<file path="config.mk">
export PLATFORM = sky130hd
export DESIGN_NAME = wbuf_drain
export DESIGN_NICKNAME = d
export VERILOG_FILES = /design/src/rtl/wbuf_pkg.sv /design/src/rtl/wbuf_drain.sv
export SDC_FILE = /design/constraint.sdc
export NUM_CORES = 1
export LEC_CHECK = 0
export CORE_ASPECT_RATIO = 0.6
export CORE_MARGIN = 1.5
export CORE_UTILIZATION = 37
export CTS_BUF_LIST = sky130_fd_sc_hd__clkbuf_8
export DETAILED_ROUTE_END_ITERATION = 12
export GPL_TIMING_DRIVEN = 0
export HOLD_SLACK_MARGIN = 0.12
export PLACE_DENSITY_LB_ADDON = 0.12
export SYNTH_ARGS = -nofsm -noshare
export SYNTH_HDL_FRONTEND = slang
export SYNTH_SLANG_ARGS = --single-unit
</file>
<file path="constraint.sdc">
create_clock -name clk_i -period 1.98 [get_ports clk_i]
set_input_delay 0.396 -clock clk_i [delete_from_list [all_inputs] [get_ports clk_i]]
set_output_delay 0.396 -clock clk_i [all_outputs]
set_load 0.02 [all_outputs]
</file>
<file path="src/rtl/wbuf_pkg.sv">
// Shared types for the write-buffer drain: the FIFO entry layout and its width.
package wbuf_pkg;

  localparam int WB_ADDR_W = 32;
  localparam int WB_DATA_W = 32;
  localparam int WB_BE_W   = WB_DATA_W / 8;

  typedef struct packed {
    logic [WB_ADDR_W-1:0] addr;
    logic [WB_BE_W-1:0]   be;
    logic [WB_DATA_W-1:0] data;
  } wbuf_entry_t;

  function automatic int entry_width(input int addr_w, input int data_w);
    return addr_w + data_w / 8 + data_w;
  endfunction

endpackage

</file>
<file path="src/rtl/wbuf_drain.sv">
// Drains the cache write-buffer FIFO into memory write requests, tracking
// outstanding writes so the cache controller can order flushes and fences.
module wbuf_drain
  import wbuf_pkg::*;
#(
  parameter int ADDR_WIDTH      = WB_ADDR_W,
  parameter int DATA_WIDTH      = WB_DATA_W,
  parameter int MAX_OUTSTANDING = 2
) (
  input  logic                                         clk_i,
  input  logic                                         rstn_i,
  input  logic [ADDR_WIDTH+DATA_WIDTH/8+DATA_WIDTH-1:0] fifo_data_i,
  input  logic                                         fifo_empty_i,
  output logic                                         fifo_pop_o,
  output logic                                         mem_req_o,
  input  logic                                         mem_gnt_i,
  output logic                                         mem_we_o,
  output logic [ADDR_WIDTH-1:0]                        mem_addr_o,
  output logic [DATA_WIDTH/8-1:0]                      mem_be_o,
  output logic [DATA_WIDTH-1:0]                        mem_wdata_o,
  input  logic                                         mem_rvalid_i,
  input  logic                                         mem_err_i,
  input  logic                                         hold_i,
  input  logic                                         err_clr_i,
  output logic                                         idle_o,
  output logic                                         err_o
);

  localparam int ENT_W = entry_width(ADDR_WIDTH, DATA_WIDTH);
  localparam int CNT_W = $clog2(MAX_OUTSTANDING + 1);
  localparam logic [CNT_W:0] MAX_OUT = (CNT_W + 1)'(MAX_OUTSTANDING);

  logic             req_valid_q, req_valid_d;
  logic [ENT_W-1:0] entry_q, entry_d;
  logic [CNT_W-1:0] outst_q, outst_d;
  logic             err_q, err_d;

  logic             load;
  logic             gnt;
  logic             spurious;
  logic [CNT_W:0]   inflight;

  // A held request counts against the outstanding budget before it is granted,
  // so the counter can never overflow once that request is accepted.
  assign inflight = {1'b0, outst_q} + {{CNT_W{1'b0}}, req_valid_q};
  assign load     = rstn_i & ~fifo_empty_i & ~hold_i & (~req_valid_q | mem_gnt_i)
                  & (inflight < MAX_OUT);
  assign gnt      = req_valid_q & mem_gnt_i;
  assign spurious = mem_rvalid_i & ~gnt & (outst_q == '0);

  always_comb begin
    req_valid_d = req_valid_q;
    entry_d     = entry_q;
    if (load) begin
      req_valid_d = 1'b1;
      entry_d     = fifo_data_i;
    end else if (gnt) begin
      req_valid_d = 1'b0;
    end
  end

  always_comb begin
    outst_d = outst_q;
    if (gnt & ~mem_rvalid_i) begin
      outst_d = outst_q + CNT_W'(1);
    end else if (~gnt & mem_rvalid_i & (outst_q != '0)) begin
      outst_d = outst_q - CNT_W'(1);
    end
  end

  // A new error wins over a simultaneous clear so no error report is lost.
  always_comb begin
    err_d = err_q;
    if ((mem_rvalid_i & mem_err_i) | spurious) begin
      err_d = 1'b1;
    end else if (err_clr_i) begin
      err_d = 1'b0;
    end
  end

  always_ff @(posedge clk_i or negedge rstn_i) begin
    if (!rstn_i) begin
      req_valid_q <= 1'b0;
      entry_q     <= '0;
      outst_q     <= '0;
      err_q       <= 1'b0;
    end else begin
      req_valid_q <= req_valid_d;
      entry_q     <= entry_d;
      outst_q     <= outst_d;
      err_q       <= err_d;
    end
  end

  assign fifo_pop_o = load;
  assign mem_req_o  = req_valid_q;
  assign mem_we_o   = req_valid_q;
  assign {mem_addr_o, mem_be_o, mem_wdata_o} = entry_q;
  assign idle_o     = fifo_empty_i & ~req_valid_q & (outst_q == '0);
  assign err_o      = err_q;

endmodule

</file>
==> reports/results.txt <==
Worst Max-Slew Pin Slew - 271 ps
Max FO, Critical Path - 8
Port Buffers - 148
FF+latch count, synth - 72
Peak VDD IR - 556 uV
flop2flop setup slack - 80 ps
Buf/Inv on CP - 2
Cells after Synth - 167
clock slew at reported path FFs - 70 ps
syn_nets - 243
Final Max Tran Viols - 0
core area - 7390 um^2
Yosys warning count - 0
1st-iter DRT viols - 55
final worst slack - -94.1 ps
final total power - 0.00536 W
# setup viols final - 1
DIE WIDTH - 117 um
CP arrival - 1680 ps
CP max-delay cell - or4b_4
Crit Path Category - flop to output pin
pre-CTS setup slack - -1110 ps
area delta synth->final - 68.8%
Max stage delay on crit path - 520 ps
Synth Area per Inst - 17.2 um^2
area occupied by multi-input gates - 973 um^2
clock latency on the worst-skew pair - 350 ps
Final period util - 105%
dpl hpwl - 5.06 mm
initial antenna violation count - 0
vias - 2064
Root Buffer - clkbuf_8
I/O Pins - 149
drt via density - 4.58
pwr dens - 1110 nW/um^2
R2R Path Start - outst_q[1]
Total GRT Usage - 18.0%
die area - 8310 um^2
cells along the critical path - or4b_4 -> a21oi_4 -> buf_6 -> buf_6
Initial Util - 38.8%
Worst slew margin - 81.8%
Remaining DRCs - 0
crit path launch type - flop
Synth Cell Area - 2870 um^2
RSZ-0062 raised after global routing - yes
Worst EP required - 1580 ps
Cell Rows - 24
placer congestion estimate - 0.729
Layout Nets - 418
final hold vios - 45
Pre-antenna DRT Iters - 4
DP Area - 4510 um^2
CP Capture Type - output pin
CTS H-tree depth - 3
Detail Route Antenna Nets - 0
min-delay worst type - input port to async pin
Congestion Overflow GR - 0
minimum clock period - 2070 ps
failing checks - hold timing, setup timing
Finished Layout Cells - 451
Setup Skew - 8.88 ps
max cap viols - 0
largest net degree at the start of global routing - 29
Filler cells - 573
Routed WL - 7.10 mm
clock tree from TritonCTS - yes
setup TNS - -94.1 ps
Antenna Cells - 0
Reg-to-Reg End - entry_q[41]
global-route wire length before repair - 11.0 mm
R2R cell count - 5
proportion of synthesized chip area in sequential cells - 62.8%
Die H - 71.2 um
Yosys cell types - 23
CP top delay family - simple AND/OR/NAND/NOR gates
post-route cell area - 4840 um^2
CTS buffer count - 9
vias in the first global route - 2152
Sequential Area - 1800 um^2
fmax - 0.482 GHz
Cells after DPL - 420
minimum hold slack - -107 ps
Routed wire per std cell - 15.7 um
static leakage - 2.08 nW
clock sinks - 72
share of cells above drive strength 1 - 31.4%
maximum clock path buffer count - 2
CP dominant cell by count - buf_6
status - finished, violations left
## registers in the layout, summed over array words and instances (netlist names)
register,cells
mem_req_o,1
entry_q,68
err_o,1
outst_q,2
## final cells by class
type	count	area share (%)
repair buffers	164	33.7
inverters	2	0.155
plain buffers	8	1.86
multi-input cells	85	20.1
clock inverters	5	1.16
well taps	104	2.69
flip-flops and latches	72	37.2
clock buffers	11	3.13
## worst max path at each step
stage | startpoint | to | slack, ps | cells past startpoint
2_1_floorplan | outst_q[1] | entry_q[12] | 100 | 4
3_3_place_gp | rstn_i | fifo_pop_o | -3610 | 5
3_5_place_dp | rstn_i | fifo_pop_o | -1110 | 6
4_1_cts | outst_q[1] | fifo_pop_o | -170 | 4
5_1_grt | outst_q[1] | fifo_pop_o | -150 | 4
6_report | outst_q[1] | fifo_pop_o | -90 | 4
## worst register-to-register path: cells and delay by family, from the launching register on
kind	cells	cell delay (ps)
buffers and inverters	2	380
AND/OR/NAND/NOR	1	520
AO/OA/AOI/OAI	1	150
flip-flops	1	380
multiplexers	1	350
## cell usage after synthesis, drive strengths merged
cell type | instances | share of area [%]
dfrtp | 72 | 63
mux2 | 68 | 29
buf | 8 | 3.0
a21oi | 2 | 0.74
inv | 2 | 0.26
nor3 | 2 | 0.35
a211oi | 1 | 0.26
a21bo | 1 | 0.35
a21boi | 1 | 0.26
a21o | 1 | 0.26
a221o | 1 | 0.35
and3 | 1 | 0.22
and3b | 1 | 0.31
nand2b | 1 | 0.22
nor2 | 1 | 0.13
nor2b | 1 | 0.22
nor4b | 1 | 0.31
o21ai | 1 | 0.17
or4b | 1 | 0.48
## per-stage QoR
stage                     hold slack (ps)  util [%]
after global placement                469      60.7
after global routing                 -115      65.5
after detailed placement              293      61.0
final                                -107      65.5
after floorplan                       100         -
after CTS                            -177      64.6
## layer usage
layer  up-vias  global-route usage, %  wire (um)
li1        945                      -          -
met1      1013                   22.1       3110
met2        95                   26.6       3090
met3        11                   9.98        806
met4         0                   6.96         93
met5         -                      0          0
## timing repair
item,in CTS,in global routing
setup endpoints to repair,71,4
setup buffers,2,14
gates cloned,1,0
pin swaps,1,1
resized for setup,13,5
hold endpoints to repair,45,45
## layout by cell type (no fill, tap or decap), types with 2 or more instances in the layout
cell type          n
nor3_1             2
mux2_2            43
mux2_1             5
buf_6              7
dfrtp_1           71
clkbuf_8          11
buf_4             16
mux2_4            20
dlygate4sd2_1      2
inv_1              3
clkinv_4           2
clkdlybuf4s50_1  143
## kinds of logic after synthesis
logic type	Yosys count	share of synthesized area (%)
AND/OR/NAND/NOR	9	2.22
multiplexers	68	29.3
flip-flops	72	62.8
AO/OA/AOI/OAI	8	2.40
buffers and inverters	10	3.27
## where the power goes
group	leakage (nW)	total (W)	internal, W	switching, W
combinational	1.12	0.00209	0.00120	0.000895
clock	0.111	0.00118	0.000648	0.000537
sequential	0.848	0.00208	0.00187	0.000216
total	2.08	0.00536	0.00371	0.00165
(Power assumes the default switching activity.)
